[config.mk]
export PLATFORM = sky130hd
export DESIGN_NAME = pn_token_feeder_flat
export DESIGN_NICKNAME = d
export VERILOG_FILES = /design/src/rtl/pn_token_feeder_if.sv /design/src/rtl/pn_token_feeder.sv /design/src/flat_wrapper.sv
export SDC_FILE = /design/constraint.sdc
export NUM_CORES = 1
export LEC_CHECK = 0
export CAP_MARGIN = 10
export CELL_PAD_IN_SITES_DETAIL_PLACEMENT = 2
export CELL_PAD_IN_SITES_GLOBAL_PLACEMENT = 2
export CORE_ASPECT_RATIO = 0.5
export CORE_UTILIZATION = 40
export CTS_BUF_LIST = sky130_fd_sc_hd__clkbuf_16
export DETAILED_ROUTE_END_ITERATION = 10
export GPL_TIMING_DRIVEN = 0
export PLACE_DENSITY_LB_ADDON = 0.1
export SLEW_MARGIN = 40
export SYNTH_ARGS = -nofsm -noshare
export SYNTH_HDL_FRONTEND = slang
export SYNTH_SLANG_ARGS = --single-unit
export TNS_END_PERCENT = 1
[constraint.sdc]
create_clock -name clk -period 3.7 [get_ports clk]
set_clock_uncertainty 0.15 [all_clocks]
set_input_delay 0.37 -clock clk [delete_from_list [all_inputs] [get_ports clk]]
set_output_delay 0.37 -clock clk [all_outputs]
set_load 0.1 [all_outputs]
[src/rtl/pn_token_feeder_if.sv]
// pn_token_feeder_if: host token stream and evaluator burst signals around the feeder
interface pn_token_feeder_if;
  logic       s_valid;
  logic       s_ready;
  logic       s_operator;
  logic [2:0] s_val;
  logic [1:0] s_mode;
  logic       s_last;
  logic       m_in_valid;
  logic [1:0] m_mode;
  logic       m_operator;
  logic [2:0] m_in;
  logic       pn_out_valid;
  modport master (
    output s_valid, s_operator, s_val, s_mode, s_last, pn_out_valid,
    input  s_ready, m_in_valid, m_mode, m_operator, m_in
  );
  modport slave (
    input  s_valid, s_operator, s_val, s_mode, s_last, pn_out_valid,
    output s_ready, m_in_valid, m_mode, m_operator, m_in
  );
endinterface

[src/rtl/pn_token_feeder.sv]
// pn_token_feeder: buffers and validates one PN frame, replays it as a burst, then waits for results
module pn_token_feeder #(
  parameter int DEPTH = 12,
  parameter int CNTW  = 4
) (
  input  logic             clk,
  input  logic             rst_n,
  pn_token_feeder_if.slave bus,
  output logic             frame_err,
  output logic             busy,
  output logic [7:0]       frame_cnt
);
  localparam logic [2:0] IDLE = 3'd0, LOAD = 3'd1, DROP = 3'd2, SEND = 3'd3, WAIT = 3'd4;
  logic [2:0] state_q, state_d;
  logic [CNTW-1:0] cnt_q, cnt_d, rd_q, rd_d;
  logic [CNTW:0] lvl_q, lvl_d;
  logic [1:0] mode_q, mode_d, pos_q, pos_d;
  logic bad_q, bad_d, seen_q, seen_d, frame_err_q, frame_err_d;
  logic [7:0] frame_cnt_q, frame_cnt_d;
  logic m_in_valid_q, m_in_valid_d, m_operator_q, m_operator_d;
  logic [1:0] m_mode_q, m_mode_d;
  logic [2:0] m_in_q, m_in_d;
  logic [3:0] mem_q [DEPTH];
  logic acc, first, op, tok_ok, end_ok, up, wr;
  logic [1:0] cm, p, p_n;
  logic [CNTW-1:0] idx, n;
  logic [CNTW:0] lv, lv_n;
  assign bus.s_ready = state_q == IDLE || state_q == LOAD || state_q == DROP;
  assign busy = state_q == SEND || state_q == WAIT;
  assign frame_err = frame_err_q;
  assign frame_cnt = frame_cnt_q;
  assign bus.m_in_valid = m_in_valid_q;
  assign bus.m_mode = m_mode_q;
  assign bus.m_operator = m_operator_q;
  assign bus.m_in = m_in_q;
  // lvl tracks stack depth in mode 3 and outstanding operands (need) in mode 2
  always_comb begin
    acc = bus.s_valid && bus.s_ready;
    first = state_q == IDLE;
    op = bus.s_operator;
    cm = first ? bus.s_mode : mode_q;
    idx = first ? '0 : cnt_q;
    p = first ? 2'd0 : pos_q;
    lv = first ? {{CNTW{1'b0}}, bus.s_mode == 2'd2} : lvl_q;
    n = idx + 1'b1;
    p_n = p == 2'd2 ? 2'd0 : p + 2'd1;
    up = cm[0] ? !op : op;
    lv_n = up ? lv + 1'b1 : lv - 1'b1;
    tok_ok = !cm[1] ? op == (p == (cm[0] ? 2'd2 : 2'd0)) :
             cm[0] ? !op || lv >= (CNTW+1)'(2) : op || lv != (CNTW+1)'(1) || bus.s_last;
    end_ok = tok_ok && !(!first && bad_q) && n >= CNTW'(3) &&
             (!cm[1] ? p == 2'd2 : lv_n == (cm[0] ? (CNTW+1)'(1) : (CNTW+1)'(0)));
    state_d = state_q;
    cnt_d = cnt_q;
    rd_d = rd_q;
    lvl_d = lvl_q;
    mode_d = mode_q;
    pos_d = pos_q;
    bad_d = bad_q;
    seen_d = seen_q;
    frame_cnt_d = frame_cnt_q;
    frame_err_d = 1'b0;
    m_in_valid_d = 1'b0;
    m_mode_d = 2'd0;
    m_operator_d = 1'b0;
    m_in_d = 3'd0;
    wr = 1'b0;
    case (state_q)
      IDLE, LOAD: if (acc) begin
        if (!first && cnt_q == CNTW'(DEPTH)) begin
          state_d = bus.s_last ? IDLE : DROP;
          frame_err_d = bus.s_last;
        end else begin
          wr = 1'b1;
          cnt_d = n;
          mode_d = cm;
          pos_d = p_n;
          lvl_d = lv_n;
          bad_d = (!first && bad_q) || !tok_ok;
          rd_d = CNTW'(1);
          state_d = !bus.s_last ? LOAD : end_ok ? SEND : IDLE;
          frame_err_d = bus.s_last && !end_ok;
          m_in_valid_d = bus.s_last && end_ok;
          m_mode_d = m_in_valid_d ? cm : 2'd0;
          {m_operator_d, m_in_d} = m_in_valid_d ? mem_q[0] : 4'd0;
        end
      end
      DROP: if (acc && bus.s_last) begin
        state_d = IDLE;
        frame_err_d = 1'b1;
      end
      SEND: if (rd_q < cnt_q) begin
        m_in_valid_d = 1'b1;
        m_mode_d = mode_q;
        {m_operator_d, m_in_d} = mem_q[rd_q];
        rd_d = rd_q + 1'b1;
      end else begin
        state_d = WAIT;
        seen_d = 1'b0;
      end
      WAIT: begin
        seen_d = seen_q || bus.pn_out_valid;
        if (seen_q && !bus.pn_out_valid) begin
          state_d = IDLE;
          frame_cnt_d = frame_cnt_q + 8'd1;
        end
      end
      default: state_d = IDLE;
    endcase
  end
  always_ff @(posedge clk or negedge rst_n)
    if (!rst_n) begin
      state_q <= IDLE;
      cnt_q <= '0;
      rd_q <= '0;
      lvl_q <= '0;
      mode_q <= '0;
      pos_q <= '0;
      bad_q <= 1'b0;
      seen_q <= 1'b0;
      frame_err_q <= 1'b0;
      frame_cnt_q <= '0;
      m_in_valid_q <= 1'b0;
      m_mode_q <= '0;
      m_operator_q <= 1'b0;
      m_in_q <= '0;
      for (int i = 0; i < DEPTH; i++) mem_q[i] <= '0;
    end else begin
      state_q <= state_d;
      cnt_q <= cnt_d;
      rd_q <= rd_d;
      lvl_q <= lvl_d;
      mode_q <= mode_d;
      pos_q <= pos_d;
      bad_q <= bad_d;
      seen_q <= seen_d;
      frame_err_q <= frame_err_d;
      frame_cnt_q <= frame_cnt_d;
      m_in_valid_q <= m_in_valid_d;
      m_mode_q <= m_mode_d;
      m_operator_q <= m_operator_d;
      m_in_q <= m_in_d;
      if (wr) mem_q[idx] <= {op, bus.s_val};
    end
endmodule

[src/flat_wrapper.sv]
// flat-port wrapper written by rule: the top's interface ports become plain ports
module pn_token_feeder_flat 
#(
  parameter int DEPTH = 12,
  parameter int CNTW  = 4
)
  (clk, rst_n, frame_err, busy, frame_cnt, bus_s_valid, bus_s_operator, bus_s_val, bus_s_mode, bus_s_last, bus_pn_out_valid, bus_s_ready, bus_m_in_valid, bus_m_mode, bus_m_operator, bus_m_in);
  pn_token_feeder_if bus_i ();
  input  logic clk;
  input  logic rst_n;
  output logic frame_err;
  output logic busy;
  output logic [7:0] frame_cnt;
  input wire logic [$bits(bus_i.s_valid)-1:0] bus_s_valid;
  input wire logic [$bits(bus_i.s_operator)-1:0] bus_s_operator;
  input wire logic [$bits(bus_i.s_val)-1:0] bus_s_val;
  input wire logic [$bits(bus_i.s_mode)-1:0] bus_s_mode;
  input wire logic [$bits(bus_i.s_last)-1:0] bus_s_last;
  input wire logic [$bits(bus_i.pn_out_valid)-1:0] bus_pn_out_valid;
  output wire logic [$bits(bus_i.s_ready)-1:0] bus_s_ready;
  output wire logic [$bits(bus_i.m_in_valid)-1:0] bus_m_in_valid;
  output wire logic [$bits(bus_i.m_mode)-1:0] bus_m_mode;
  output wire logic [$bits(bus_i.m_operator)-1:0] bus_m_operator;
  output wire logic [$bits(bus_i.m_in)-1:0] bus_m_in;
  assign bus_i.s_valid = bus_s_valid;
  assign bus_i.s_operator = bus_s_operator;
  assign bus_i.s_val = bus_s_val;
  assign bus_i.s_mode = bus_s_mode;
  assign bus_i.s_last = bus_s_last;
  assign bus_i.pn_out_valid = bus_pn_out_valid;
  assign bus_s_ready = bus_i.s_ready;
  assign bus_m_in_valid = bus_i.m_in_valid;
  assign bus_m_mode = bus_i.m_mode;
  assign bus_m_operator = bus_i.m_operator;
  assign bus_m_in = bus_i.m_in;
  pn_token_feeder #(.DEPTH(DEPTH), .CNTW(CNTW)) u_core (.clk(clk), .rst_n(rst_n), .bus(bus_i), .frame_err(frame_err), .busy(busy), .frame_cnt(frame_cnt));
endmodule
==> flow_summary.json <==
{
  "period_share_pct": 93.3,
  "synth_warnings": 0,
  "dr_total_vias": 3443,
  "core_um2": 11100,
  "area_growth_pct": 16.5,
  "syn_avg_cell_area_um2": 11.2,
  "fin_util_pct": 48.3,
  "dieArea_um2": 11900,
  "r2r_end": "u_core.bus.m_in[2]",
  "dieWidth_um": 154,
  "path_class": "reg -> reg",
  "reg2reg_depth": 13,
  "leakagePower_nw": 2.41,
  "hold_path.startpoint": "bus_s_mode[0]",
  "antenna_left": 0,
  "yosysSeqAreaShare_pct": 46.9,
  "finalHoldViolCount": 0,
  "grt.total_usage_pct": 24.7,
  "async_reset_ff_share_pct": 100,
  "crit_arrival_ns": 3.56,
  "rrSetupSlack_ns": 0.25,
  "cp_max_fo": 10,
  "synth_nets": 433,
  "fmax_mhz": 290,
  "setup_viol": 0,
  "antenna_found_initial": 0,
  "route.detailed.drc": 0,
  "crit_required_ns": 3.80,
  "netlist_area_um2": 4590,
  "dr.pass1.iters": 4,
  "cts_tree": "built",
  "clock_latency_ns": 0.34,
  "clock-sinks": 86,
  "cts.path.max_buffers": 2,
  "hold-path-endpoint": "u_core.mode_q[0]",
  "nets": 473,
  "grt_pass1_wl_mm": 22.0,
  "root_buffer": "clkbuf_16",
  "diodes": 0,
  "cp-end-kind": "flip-flop",
  "drv_slew": 0,
  "start_kind": "flip-flop",
  "synthMuxAreaShare_pct": 20.3,
  "synthFlopType": "dfrtp_1",
  "die-height_um": 77.8,
  "h-tree-depth": 3,
  "rsz0062_at_grt": "false",
  "grt_pass1_vias": 3963,
  "path_clk_slew_ns": 0.07,
  "routed_via_density": 5.74,
  "p_per_area_nw_per_um2": 652,
  "synth-simple-area-share_pct": 11.8,
  "io_pins": 29,
  "dp_hpwl_mm": 9.64,
  "cap_violations": 0,
  "drt_iter0_markers": 101,
  "syn_inst": 410,
  "yosys_register_bits": 86,
  "routedWlPerCell_um": 22.4,
  "worstReg2RegStart": "u_core.state_q[1]",
  "synth-compound-area-share_pct": 10.5,
  "total_power_mw": 3.49,
  "max_slew_margin_pct": 42.9,
  "whs_path_depth": 2,
  "ir_drop_mv": 0.488,
  "period_needed_ns": 3.45,
  "grt_start_max_net_pins": 52,
  "hold_class": "in -> reg",
  "gp_congestion": 0.835,
  "drive_gt1_share_pct": 25.9,
  "place_ws_ns": -0.0896,
  "synth-edff-count": 0,
  "wl_mm": 13.4,
  "rows": 27,
  "synth.distinct_cells": 51,
  "tightestPinTransition_ns": 0.847,
  "synth_top_family_by_area": "multiplexers",
  "run_status": "finished clean",
  "synthAdderAreaFrac_pct": 3.27,
  "place.port_buffers": 27,
  "numCtsBuffers": 9,
  "synth-xor-area-share_pct": 3.05,
  "post-cts-setup-buffers": 0,
  "setup_ws_ns": 0.248,
  "initial_core_util_pct": 41.5,
  "gr-total-overflow": 0
}
==> cell usage in the layout, fill, tap and decap left out, types with 4 or more instances in the layout <==
master / instances
a21oi_1: 13
buf_2: 21
clkbuf_1: 16
clkbuf_16: 9
clkbuf_2: 6
clkdlybuf4s50_1: 8
dfrtp_1: 86
ha_1: 12
inv_1: 22
mux2_2: 51
mux2i_1: 9
mux4_2: 12
nand2_1: 44
nand3_1: 13
nor2_1: 9
nor3_1: 5
o21ai_0: 20
o22ai_1: 5
o31ai_1: 4
or3_1: 6
xnor2_1: 10
xor2_1: 6
==> per-layer routing <==
layer / share of wire (%) / up-vias / track usage (%)
li1: - / 1554 / -
met1: 43 / 1801 / 28.8
met2: 52 / 64 / 44.6
met3: 3.0 / 24 / 5.64
met4: 2.0 / 0 / 8.80
met5: 0 / - / 0
==> worst max path at each step <==
stage | from | to | slack, ns | cells past startpoint
2_1_floorplan | u_core.state_q[1] | busy | 0.22 | 3
3_3_place_gp | rst_n | u_core.mem_q[6] | -0.99 | 1
3_5_place_dp | u_core.state_q[2] | u_core.bus.m_in[0] | -0.09 | 13
4_1_cts | u_core.state_q[2] | u_core.bus.m_in[1] | 0.05 | 13
5_1_grt | u_core.state_q[1] | u_core.bus.m_in[2] | 0.02 | 13
6_report | u_core.state_q[1] | u_core.bus.m_in[2] | 0.25 | 13
==> stage by stage <==
step,instances,hold WS [ns],cell area (um2),setup TNS [ns]
after floorplan,410,-0.0756,4590,0
after global placement,582,0.314,5040,-84.39
after detailed placement,583,0.209,4990,-0.345
after CTS,600,0.266,5330,0
after global routing,600,0.281,5350,0
final,600,0.267,5350,0
==> synth_stat cells (all sizes together) (3+ instances only) <==
cell type / n / area (um2)
a211oi: 4 / 30.0
a21o: 3 / 22.5
a21oi: 13 / 65.1
and3: 3 / 18.8
buf: 6 / 33.8
clkbuf: 20 / 76.3
dfrtp: 86 / 2150
ha: 12 / 150
inv: 21 / 78.8
mux2: 51 / 574
mux2i: 9 / 90.1
mux4: 12 / 270
nand2: 44 / 165
nand2b: 3 / 18.8
nand3: 14 / 75.1
nand3b: 3 / 22.5
nand4: 3 / 18.8
nor2: 9 / 33.8
nor2b: 3 / 18.8
nor3: 6 / 30.0
nor4: 3 / 48.8
o211ai: 3 / 22.5
o21ai: 22 / 110
o22ai: 5 / 31.3
o31ai: 4 / 30.0
or3: 6 / 37.5
xnor2: 10 / 87.6
xor2: 6 / 52.6
==> power breakdown <==
part,leakage (nW),internal [mW],switching (mW)
registers,1.13,1.18,0.196
logic,1.12,0.477,0.634
clock network,0.157,0.595,0.412
==> layout make-up <==
| cell class | instances | area (um2) |
|---|---|---|
| buffer | 26 | 116 |
| timing repair buffer | 29 | 211 |
| fill | 1136 | 5730 |
| clock buffer | 9 | 225 |
| multi-input combinational | 277 | 2290 |
| inverter | 21 | 78.8 |
| sequential | 86 | 2150 |
| clock inverter | 7 | 97.6 |
| tap | 145 | 181 |
==> kinds of logic after synthesis <==
family,count (synthesis)
AO/OA/AOI/OAI,73
XOR/XNOR,16
adder cells (fa/ha/maj),12
buffers and inverters,47
flip-flops,86
multiplexers,72
AND/OR/NAND/NOR,104
==> flip-flops by register name (all words and copies together) (netlist names), 2 cells and up <==
register / cells
u_core.bus.m_in: 3
u_core.state_q: 3
u_core.pos_q: 2
u_core.mem_q: 48
u_core.mode_q: 2
u_core.rd_q: 4
u_core.bus.m_mode: 2
u_core.frame_cnt: 8
u_core.lvl_q: 5
u_core.cnt_q: 4
==> worst max-delay path, cell delays in order (launching register included) <==
cell and delay, ns:
dfrtp_1 0.47, or3_1 0.40, clkbuf_1 0.18, clkbuf_2 0.25, nand2_1 0.11, nand2_1 0.11, ha_1 0.25, nor4b_1 0.16
mux2i_1 0.15, mux2i_1 0.10, a211oi_2 0.31, o221a_4 0.28, nand3_2 0.19, o21ai_0 0.24
==> what timing repair did <==
item                       in CTS  in global routing
setup endpoints to repair       7                  9
hold buffers                    1                  0
pin swaps                       0                  0
hold endpoints to repair       50                  0
resized for setup               2                  8
Note: power is estimated with default switching activity, not from simulation.
